<file path="config.mk">
export PLATFORM = sky130hd
export DESIGN_NAME = fifo_sync_param
export DESIGN_NICKNAME = d
export VERILOG_FILES = /design/src/rtl/fifo_sync_param.sv
export SDC_FILE = /design/constraint.sdc
export NUM_CORES = 1
export LEC_CHECK = 0
export BUFFER_PORTS_ARGS = -buffer_cell sky130_fd_sc_hd__clkbuf_2
export CAP_MARGIN = 20
export CORE_MARGIN = 2
export CORE_UTILIZATION = 54
export CTS_CLUSTER_DIAMETER = 40
export CTS_CLUSTER_SIZE = 20
export DETAILED_ROUTE_END_ITERATION = 10
export GPL_TIMING_DRIVEN = 0
export HOLD_SLACK_MARGIN = 0.08
export PLACE_DENSITY = 0.71
export SLEW_MARGIN = 5
export SYNTH_ARGS = -nofsm -noshare
export SYNTH_HDL_FRONTEND = slang
export SYNTH_SLANG_ARGS = --single-unit
</file>
<file path="constraint.sdc">
create_clock -name clock -period 2.4 [get_ports clock]
set_input_delay 0.12 -clock clock [delete_from_list [all_inputs] [get_ports clock]]
set_output_delay 0.12 -clock clock [all_outputs]
set_load 0.005 [all_outputs]
</file>
<file path="src/rtl/fifo_sync_param.sv">
// ----------------------------------------------------------------------------
// fifo_sync_param
// Parameterised single-clock FIFO with occupancy count, synchronous flush,
// programmable threshold flag and sticky over_flow/underflow error flags.
//
// Ports
//   clock, reset       rising-edge clock, asynchronous active-high reset
//   wr_enb, datain     write request and write data
//   rd_enb             read request
//   dataout, rd_valid  registered read data; rd_valid pulses for one cycle
//                      after each accepted read
//   flush              discards all contents at the next edge
//   thresh_level       occupancy level compared against count
//   err_clear          clears the sticky error flags (a same-cycle set wins)
//   count              occupancy 0..DEPTH
//   full, empty        decoded from count
//   threshold          count >= thresh_level
//   over_flow          sticky, a write was rejected
//   underflow          sticky, a read was rejected
// ----------------------------------------------------------------------------
module fifo_sync_param #(
    parameter  int WIDTH = 8,
    parameter  int DEPTH = 16,
    localparam int AW    = $clog2(DEPTH)
) (
    input  logic             clock,
    input  logic             reset,
    input  logic             wr_enb,
    input  logic [WIDTH-1:0] datain,
    input  logic             rd_enb,
    output logic [WIDTH-1:0] dataout,
    output logic             rd_valid,
    input  logic             flush,
    input  logic [AW:0]      thresh_level,
    input  logic             err_clear,
    output logic [AW:0]      count,
    output logic             full,
    output logic             empty,
    output logic             threshold,
    output logic             over_flow,
    output logic             underflow
);

    localparam logic [AW:0] DEPTH_C = (AW+1)'(DEPTH);

    logic [WIDTH-1:0] r_mem [DEPTH];
    logic [AW-1:0]    r_wp;
    logic [AW-1:0]    r_rp;
    logic [AW:0]      r_count;
    logic [WIDTH-1:0] r_dataout;
    logic             r_rd_valid;
    logic             r_over_flow;
    logic             r_underflow;

    logic             w_full;
    logic             w_empty;
    logic             w_rd_acc;
    logic             w_wr_acc;
    logic             w_ovf_set;
    logic             w_udf_set;

    assign w_full  = (r_count == DEPTH_C);
    assign w_empty = (r_count == '0);

    // A write into a full FIFO is only taken when a read frees a slot in the
    // same cycle. A read on an empty FIFO is never taken, so there is no
    // write-to-read bypass.
    assign w_rd_acc  = ~flush & rd_enb & ~w_empty;
    assign w_wr_acc  = ~flush & wr_enb & (~w_full | rd_enb);
    assign w_ovf_set = ~flush & wr_enb & ~w_wr_acc;
    assign w_udf_set = ~flush & rd_enb & ~w_rd_acc;

    // Storage carries no reset; reset and flush discard contents by clearing
    // the pointers and count.
    always_ff @(posedge clock) begin
        if (w_wr_acc && !reset)
            r_mem[r_wp] <= datain;
    end

    always_ff @(posedge clock or posedge reset) begin
        if (reset) begin
            r_wp        <= '0;
            r_rp        <= '0;
            r_count     <= '0;
            r_dataout   <= '0;
            r_rd_valid  <= 1'b0;
            r_over_flow <= 1'b0;
            r_underflow <= 1'b0;
        end else begin
            r_rd_valid <= w_rd_acc;
            if (flush) begin
                r_wp    <= '0;
                r_rp    <= '0;
                r_count <= '0;
            end else begin
                if (w_wr_acc)
                    r_wp <= r_wp + 1'b1;
                if (w_rd_acc) begin
                    r_rp      <= r_rp + 1'b1;
                    r_dataout <= r_mem[r_rp];
                end
                if (w_wr_acc && !w_rd_acc)
                    r_count <= r_count + 1'b1;
                else if (w_rd_acc && !w_wr_acc)
                    r_count <= r_count - 1'b1;
            end
            // Set has priority over clear.
            r_over_flow <= w_ovf_set | (r_over_flow & ~err_clear);
            r_underflow <= w_udf_set | (r_underflow & ~err_clear);
        end
    end

    assign dataout   = r_dataout;
    assign rd_valid  = r_rd_valid;
    assign count     = r_count;
    assign full      = w_full;
    assign empty     = w_empty;
    // count never exceeds DEPTH, so levels above DEPTH never trip and level 0
    // always trips without special casing.
    assign threshold = (r_count >= thresh_level);
    assign over_flow = r_over_flow;
    assign underflow = r_underflow;

endmodule
</file>
**Word-level counts from Yosys, hierarchy flattened**

Memories as Yosys holds them, arrays and structs flattened. A register that Yosys moved wholly into a read port is not among the register bits.
Cells that the tools add are included.

- Register bits: 16
- Memory bits (writable): 128
- Input port bits: 19
- Word-level logic and storage cells: 50
- Memories kept: 1

Memories:

| memory | depth | bits a word | read ports | clocked after memory_dff | wr ports | RTL line | text |
|---|---|---|---|---|---|---|---|
| r_mem | 16 | 8 | 1 | 1 | 1 | 46 | `logic [WIDTH-1:0] r_mem [DEPTH];` |

- $add $sub $neg: 4
- $lt $le $gt $ge: 1
- Equal/unequal tests: 1
- Multiplexer cells: 9
- Bitwise logic cells: 17
- Reduce and logical (&&, ||, !) cells: 11

Operators by type and width:

| kind | count |
|---|---|
| $mux 4 | 4 |
| $mux 5 | 3 |
| $add 4x1->4 const B | 2 |
| $and 1x1->1 | 8 |
| $not 1->1 | 6 |
| $add 5x1->5 const B | 1 |
| $eq 5x5->1 const B | 1 |
| $ge 5x5->1 | 1 |
| $logic_not 5->1 | 1 |
| $sub 5x1->5 const B | 1 |
| $reduce_bool 2->1 | 2 |
| $logic_and 1x1->1 | 3 |
| $logic_not 1->1 | 3 |
| $or 1x1->1 | 3 |
| $reduce_bool 3->1 | 1 |
| $mux 1 | 2 |
| $reduce_and 2->1 | 1 |

**Depth between registers and ports, before layout**

Gate-level depths: netlist of the first run.

- Depth in word-level cells: 9
- Gate-level depth with buffers: 11
- Depth with buffers taken out: 9

**Worst setup path before layout of the first run**

OpenSTA, ideal clock, no wires.

- Kind: reg-to-reg
- From: register r_count[1], in the netlist count[1]
- To: register r_count[4], in the netlist count[4]
- Library setup time: 67 ps
- Data arrival time: 2,524 ps
- Setup slack: -191 ps
- Cell stages (with the launch flop): 11
- Cells stage by stage: dfrtp_1 -> nor4_2 -> a31oi_1 -> buf_4 -> nand2_1 -> fa_1 -> a21o_1 -> a21o_1 -> or3_1 -> a21oi_1 -> a311o_1

- Cells in the longest elaborated chain, start to end: 7
- Elaborated cells between the ends (all ways): 17

Ends and longest elaborated chain:

| element | RTL line | text |
|---|---|---|
| from (decl) | 49 | `logic [AW:0] r_count;` |
| from (signal assigned) | 103 | `r_count <= r_count + 1'b1;` |
| from (signal assigned) | 105 | `r_count <= r_count - 1'b1;` |
| parallel branches: the longest is 7 deep, another holds $sub 5x1->5 | -- |  |

Several ways; the timed one is not identified. The select of a mux whose other input is x is not followed.
A chain may end at the register's enable or synchronous reset.

**Worst setup path in the final report of the first run**

- From: register r_count[3], in the netlist count[3]
- To: register r_count[4], in the netlist count[4]

The elaborated chain is that of the path after synthesis.

==> flow_summary.ini, run 1 <==
[timing]
slew_headroom_pct = 60.7
whs_ns = 0.112
setup_ws_ns = -0.0307
slew_violations = 0
rsz0062_at_grt = true
max_freq_mhz = 411
hold_viol_final = 0
period_needed_ns = 2.43
clock_skew_ns = 0.0181
setup_viol = 1
tightest_slew_ns = 0.589
fin_crit_sh_pct = 101

[global_routing]
grtUsageTotal_pct = 21.0
grt_pass1_vias = 3387
grt_max_degree = 25
antenna_found_initial = 0
grt_overflow_total = 0
grt_pass1_wl_um = 19300

[routing]
routed_wl_um = 12600
dr.pass1.iters = 4
detail_route.iter0.violations = 292
viasPerCell = 5.86
highest_layer = met4
via_count = 3389
wl_met2_um = 6410
wl_met1_um = 5220
met3_length_um = 795
drc = 0
ant_nets = 0
avgRoutedWirePerCell_um = 21.8

[hold_path]
whs_path_depth = 3
hold_end = r_wp[0]
hp-start = flush
worst_hold_path_type = in2reg

[critical_path]
r2r_end = count[4]
rr_startpoint = count[3]
reg2reg_depth = 10
rrSetupSlack_ns = -0.03
cp-end-kind = register
crit_path_start_kind = register
worstPathArrival_ns = 2.79
critPathKind = reg2reg
cp.required_ns = 2.75
cp_max_fo = 5

[place]
dpl.cell_count = 530
place_ws_ns = -0.177
routabilityCongestion = 0.823
dp_hpwl_um = 7990
io_buffers = 37

[synth]
synth.cell_area_um2 = 6390
yosysMostFrequentCell = edfxtp_1
synth_edf_count = 128
synthTopCellsByArea = edfxtp_1 60%, dfrtp_1 9.4%, mux4_1 8.6%
yosys_warnings = 0
synth_top_area_share_pct = 60.2
ys_types = 38
ys.flop_type = edfxtp_1
syn-num-nets = 384
synthArstFlopShare_pct = 15.8
synth_commonest_cells = 128 x edfxtp_1, 40 x nor2_1, 24 x dfrtp_1
avgSynthCellArea_um2 = 18.2
yosys.area.top_type = edfxtp_1
synth_seq_cells = 152
synthCells = 350
seq_area_frac_synth_pct = 69.6

[cts]
clkSinkCount = 152
clk_path_buf_depth = 2
cts_htree_levels = 4
clk_pin_slew_worst_paths_ns = 0.07
root_buffer = clkbuf_16
cts-buffers-inserted = 17
cts_tree = done
clock_latency_ns = 0.42

[finish]
synthToLayoutAreaGrowth_pct = 18.9
drive_gt1_share_pct = 34.7
stdcell_count = 578
fill_cells = 729
fin_util_pct = 66.2
antenna_cells = 0
nets = 456

[pwr]
leakagePower_nw = 2.76
ir_drop_uv = 841
p_per_area_nw_per_um2 = 965

[flow_run]
cap_violations = 0

[floorplan]
die_h_um = 113
start_util_pct = 55.7
core_area_um2 = 11500
boundaryPins = 38
die_x_um = 113
die_area_um2 = 12700
fp-row-count = 39

[outcome]
violations = negative setup slack
status = complete, but fails checks
[how the worst max path moves through the flow]
| stage | from | to | slack, ns |
|---|---|---|---|
| after floorplan | count[3] | count[4] | 0.008 |
| after global placement | count[3] | count[4] | -0.13 |
| after detailed placement | count[3] | count[4] | -0.18 |
| after CTS | count[2] | r_mem[0][5] | -0.07 |
| after global routing | count[3] | count[4] | -0.14 |
| final | count[3] | count[4] | -0.03 |
[logic make-up after synthesis]
kind of cell	after synthesis	synth area share (%)
buffers and inverters	27	2.39
AO/OA/AOI/OAI	25	2.76
multiplexers	49	15.7
XOR/XNOR	8	1.21
adder cells (fa/ha/maj)	15	3.06
AND/OR/NAND/NOR	74	5.25
flip-flops	152	69.6
[cell usage in the layout, fill, tap and decap left out, types with 12 or more instances in the layout]
master and count:
dfrtp_1 20, clkbuf_2 38, nand2_1 16, buf_4 12, mux2_2 15, mux4_2 12, nor2_1 24, clkbuf_16 17
mux4_1 21, edfxtp_1 128, nor2_2 16, ha_1 13
[routing by layer]
layer / track usage (%) / vias up
met5: 0 / -
met4: 6.34 / 0
met3: 5.57 / 13
met2: 34.1 / 133
met1: 28.4 / 1716
li1: - / 1527
[stage by stage]
| step | area, µm² | power (mW) | setup TNS [ns] |
|---|---|---|---|
| 2_1_floorplan | 6410 | 4.16 | 0 |
| 3_3_place_gp | 6780 | 4.57 | -1.03 |
| 3_5_place_dp | 6780 | 4.62 | -6.80 |
| 4_1_cts | 7520 | 7.30 | -2.41 |
| 5_1_grt | 7590 | 7.63 | -0.141 |
| 6_report | 7590 | 7.33 | -0.0307 |
[final cells by class]
type | instances | area [µm²] | area share [%]
plain buffers | 13 | 93.8 | 1.24
clock buffers | 18 | 429 | 5.65
clock inverters | 14 | 148 | 1.94
inverters | 13 | 51.3 | 0.675
multi-input cells | 171 | 1900 | 25.1
flip-flops and latches | 152 | 4450 | 58.6
well taps | 143 | 179 | 2.36
repair buffers | 54 | 342 | 4.50
[repair_timing]
item / CTS / global route
setup endpoints to repair: 89 / 98
endpoints found under the hold margin: 27 / 0
buffers inserted: 8 / 3
gates resized for setup: 9 / 18
hold buffers: 6 / 0
cloned: 0 / 0
pin swaps: 8 / 8
[report_power, final]
part           internal (mW)  switching, mW  total, mW
Clock                   1.53           1.06       2.59
Sequential              3.01          0.135       3.14
Combinational          0.835          0.755       1.59
Total                   5.38           1.95       7.33
[registers in the layout (all words and copies together), names as in the netlist]
name and count:
count 5, dataout 8, over_flow 1, r_mem 128, r_rp 4, r_wp 4, rd_valid 1, underflow 1
[critical path: stages (launching register included)]
cell and delay (ns):
dfrtp_2 0.44, nor4_4 0.30, a21o_1 0.16, buf_6 0.11, nand2_8 0.06, fa_2 0.37
a21o_1 0.16, a21o_1 0.18, or3_1 0.36, a21oi_2 0.12, a311o_1 0.11
No activity file was read; power rests on OpenSTA's default activity.
==> run 2: changes to the inputs <==
--- a/config.mk
+++ b/config.mk
@@ -5,16 +5,17 @@
 export SDC_FILE = /design/constraint.sdc
 export NUM_CORES = 1
 export LEC_CHECK = 0
+export ABC_AREA = 1
 export BUFFER_PORTS_ARGS = -buffer_cell sky130_fd_sc_hd__clkbuf_2
 export CAP_MARGIN = 20
 export CORE_MARGIN = 2
-export CORE_UTILIZATION = 54
+export CORE_UTILIZATION = 55
 export CTS_CLUSTER_DIAMETER = 40
 export CTS_CLUSTER_SIZE = 20
 export DETAILED_ROUTE_END_ITERATION = 10
 export GPL_TIMING_DRIVEN = 0
 export HOLD_SLACK_MARGIN = 0.08
-export PLACE_DENSITY = 0.71
+export PLACE_DENSITY = 0.72
 export SLEW_MARGIN = 5
 export SYNTH_ARGS = -nofsm -noshare
 export SYNTH_HDL_FRONTEND = slang
==> run 2 against run 1 <==
Against the previous run:
- the run now ends clean
- clock-buffer cell count up 3
- synthesized area up 6.8%
- critical path depth down 4
- utilization down 1.2 points
- wire length up 24%
- die area up 4.7%
- hold slack worse by 0.0092 ns
- non-clock buffer count up 1
- sequential power down 2%
- global-route usage up 4.2 points
- register-to-register slack better by 0.21 ns
- fmax up 9.6%
==> flow_summary.ini, run 2 <==
[critical_path]
cp_max_fo = 8
path_delay_family = simple AND/OR/NAND/NOR gates
critPathKind = reg2reg
cpPeakStageDelay_ns = 0.68
cp_num_buf_inv = 0
cp-end-kind = register
crit_path_start_kind = register
path_cells = nor2_2 > nand3_1 > nor2_1 > nor2_4 > nand2_1 > nor2_1
worstPathArrival_ns = 2.26
slowest_stage = nor2_1
cp.required_ns = 2.45
cpMostUsedCell = nor2_1

[global_routing]
grt_max_degree = 25
grt_pass1_vias = 4608
grtUsageTotal_pct = 25.2
antenna_found_initial = 0
grt_overflow_total = 0
grt_pass1_wl_um = 24100

[finish]
layout.cells.most_common_list = 262 x nand2_1, 128 x edfxtp_1, 76 x nand3_1, 55 x inv_1
largest_reg_flops = 128
fin_area_um2 = 7840
fill_cells = 957
regMostFlops = r_mem
synthToLayoutAreaGrowth_pct = 15.0
nets = 763
final_common_cell = nand2_1
drive_gt1_share_pct = 13.9
antenna_cells = 0

[place]
dp_hpwl_um = 10600
io_buffers = 37
routabilityCongestion = 0.957
dpl_cell_area_um2 = 7220

[cts]
clk_pin_slew_worst_paths_ns = 0.06
clkSinkCount = 152
clk_path_buf_depth = 2
cts-buffers-inserted = 17
postCtsSetupBuffers = 0
clock_latency_ns = 0.42
cts_tree = done
cts_htree_levels = 4
root_buffer = clkbuf_16

[synth]
synth_commonest_cells = 262 x nand2_1, 128 x edfxtp_1, 76 x nand3_1
ys_types = 30
avgSynthCellArea_um2 = 10.2
yosys_warnings = 0
synth.cell_area_um2 = 6820
seq_area_frac_synth_pct = 65.2
synth_seq_cells = 152
synth_top_area_share_pct = 56.4
syn-num-nets = 703
yosys.area.top_type = edfxtp_1
yosysMostFrequentCell = nand2_1
synth_edf_count = 128
ys.flop_type = edfxtp_1
synthTopCellsByArea = edfxtp_1 56%, nand2_1 14%, dfrtp_1 8.8%
synthArstFlopShare_pct = 15.8
synthCells = 669

[timing]
slew_violations = 0
rsz0062_at_grt = false
slew_headroom_pct = 47.6
whs_ns = 0.102
fin_crit_sh_pct = 92.4
max_freq_mhz = 451
hold_viol_final = 0
tightest_slew_ns = 0.783
period_needed_ns = 2.22
setup_viol = 0
clock_skew_ns = 0.00962

[pwr]
p_per_area_nw_per_um2 = 927
leakagePower_nw = 3.39
p_total_mw = 7.27
ir_drop_uv = 529

[routing]
ant_nets = 0
dr.pass1.iters = 5
drc = 0
via_count = 4811
detail_route.iter0.violations = 488
routed_wl_um = 15600
viasPerCell = 5.29
avgRoutedWirePerCell_um = 17.2

[flow_run]
cap_violations = 0

[floorplan]
start_util_pct = 56.5
boundaryPins = 38
die_x_um = 115
core_area_um2 = 12100
die_h_um = 115
fp-row-count = 40
die_area_um2 = 13300

[hold_path]
worst_hold_path_type = in2reg

[outcome]
status = completed
[run 2: report_power, final]
part | leakage [nW] | internal [mW] | switching, mW
Clock | 0.276 | 1.61 | 0.967
Combinational | 1.65 | 0.564 | 1.03
Sequential | 1.47 | 2.98 | 0.101
[run 2: cell families after synthesis]
| logic type | after synthesis | synth area share, % |
|---|---|---|
| AND/OR/NAND/NOR | 388 | 23.5 |
| AO/OA/AOI/OAI | 23 | 2.00 |
| flip-flops | 152 | 65.2 |
| XOR/XNOR | 4 | 0.514 |
| adder cells (fa/ha/maj) | 15 | 2.86 |
| buffers and inverters | 87 | 5.93 |
[run 2: routing by layer]
| layer | global-route usage, % | share of wire, % |
|---|---|---|
| met5 | 0 | 0 |
| met4 | 11.5 | 3.0 |
| met3 | 6.01 | 7.9 |
| met2 | 38.4 | 47 |
| met1 | 34.6 | 42 |
[run 2: per-stage QoR]
| step | std cells | setup WS (ns) | TNS (ns) | utilization [%] |
|---|---|---|---|---|
| floorplan | 669 | 0.406 | 0 | - |
| global placement | 874 | -0.0431 | -0.802 | 59.8 |
| detailed placement | 874 | -0.142 | -4.85 | 59.8 |
| CTS | 909 | 0.126 | 0 | 65.0 |
| global route | 909 | 0.000989 | 0 | 65.0 |
| finish | 909 | 0.182 | 0 | 65.0 |
[run 2: layout make-up]
type                            count  area (µm²)  area share (%)
Clock buffer                       21         440            5.62
Timing Repair Buffer               41         235            3.00
Multi-Input combinational cell    430        1970            25.2
Clock inverter                     10         129            1.64
Buffer                             27         179            2.28
Sequential cell                   152        4450            56.7
Tap cell                          168         210            2.68
Inverter                           60         225            2.87
[run 2: worst reg2reg max path: cells and delay by family, from the launching register on]
family,cells,cell delay [ns]
flip-flops,1,0.48
AND/OR/NAND/NOR,6,1.36
[run 2: path summary, 6_finish.rpt]
kind	from	depth (start not counted)	to	slack, ns
min	rd_enb	5	underflow	0.10
max reg2reg	count[1]	6	r_mem[2][3]	0.18
max	count[1]	6	r_mem[2][3]	0.18
min reg2reg	dataout[7]	2	dataout[7]	0.48
max in group asynchronous	reset	4	count[2]	1.87
min in group asynchronous	reset	4	dataout[7]	0.37
[run 2: what timing repair did]
action / 4_1_cts / 5_1_grt
hold buffers: 4 / 0
setup endpoints to repair: 0 / 1
endpoints found under the hold margin: 31 / 0
resized for setup: 0 / 3
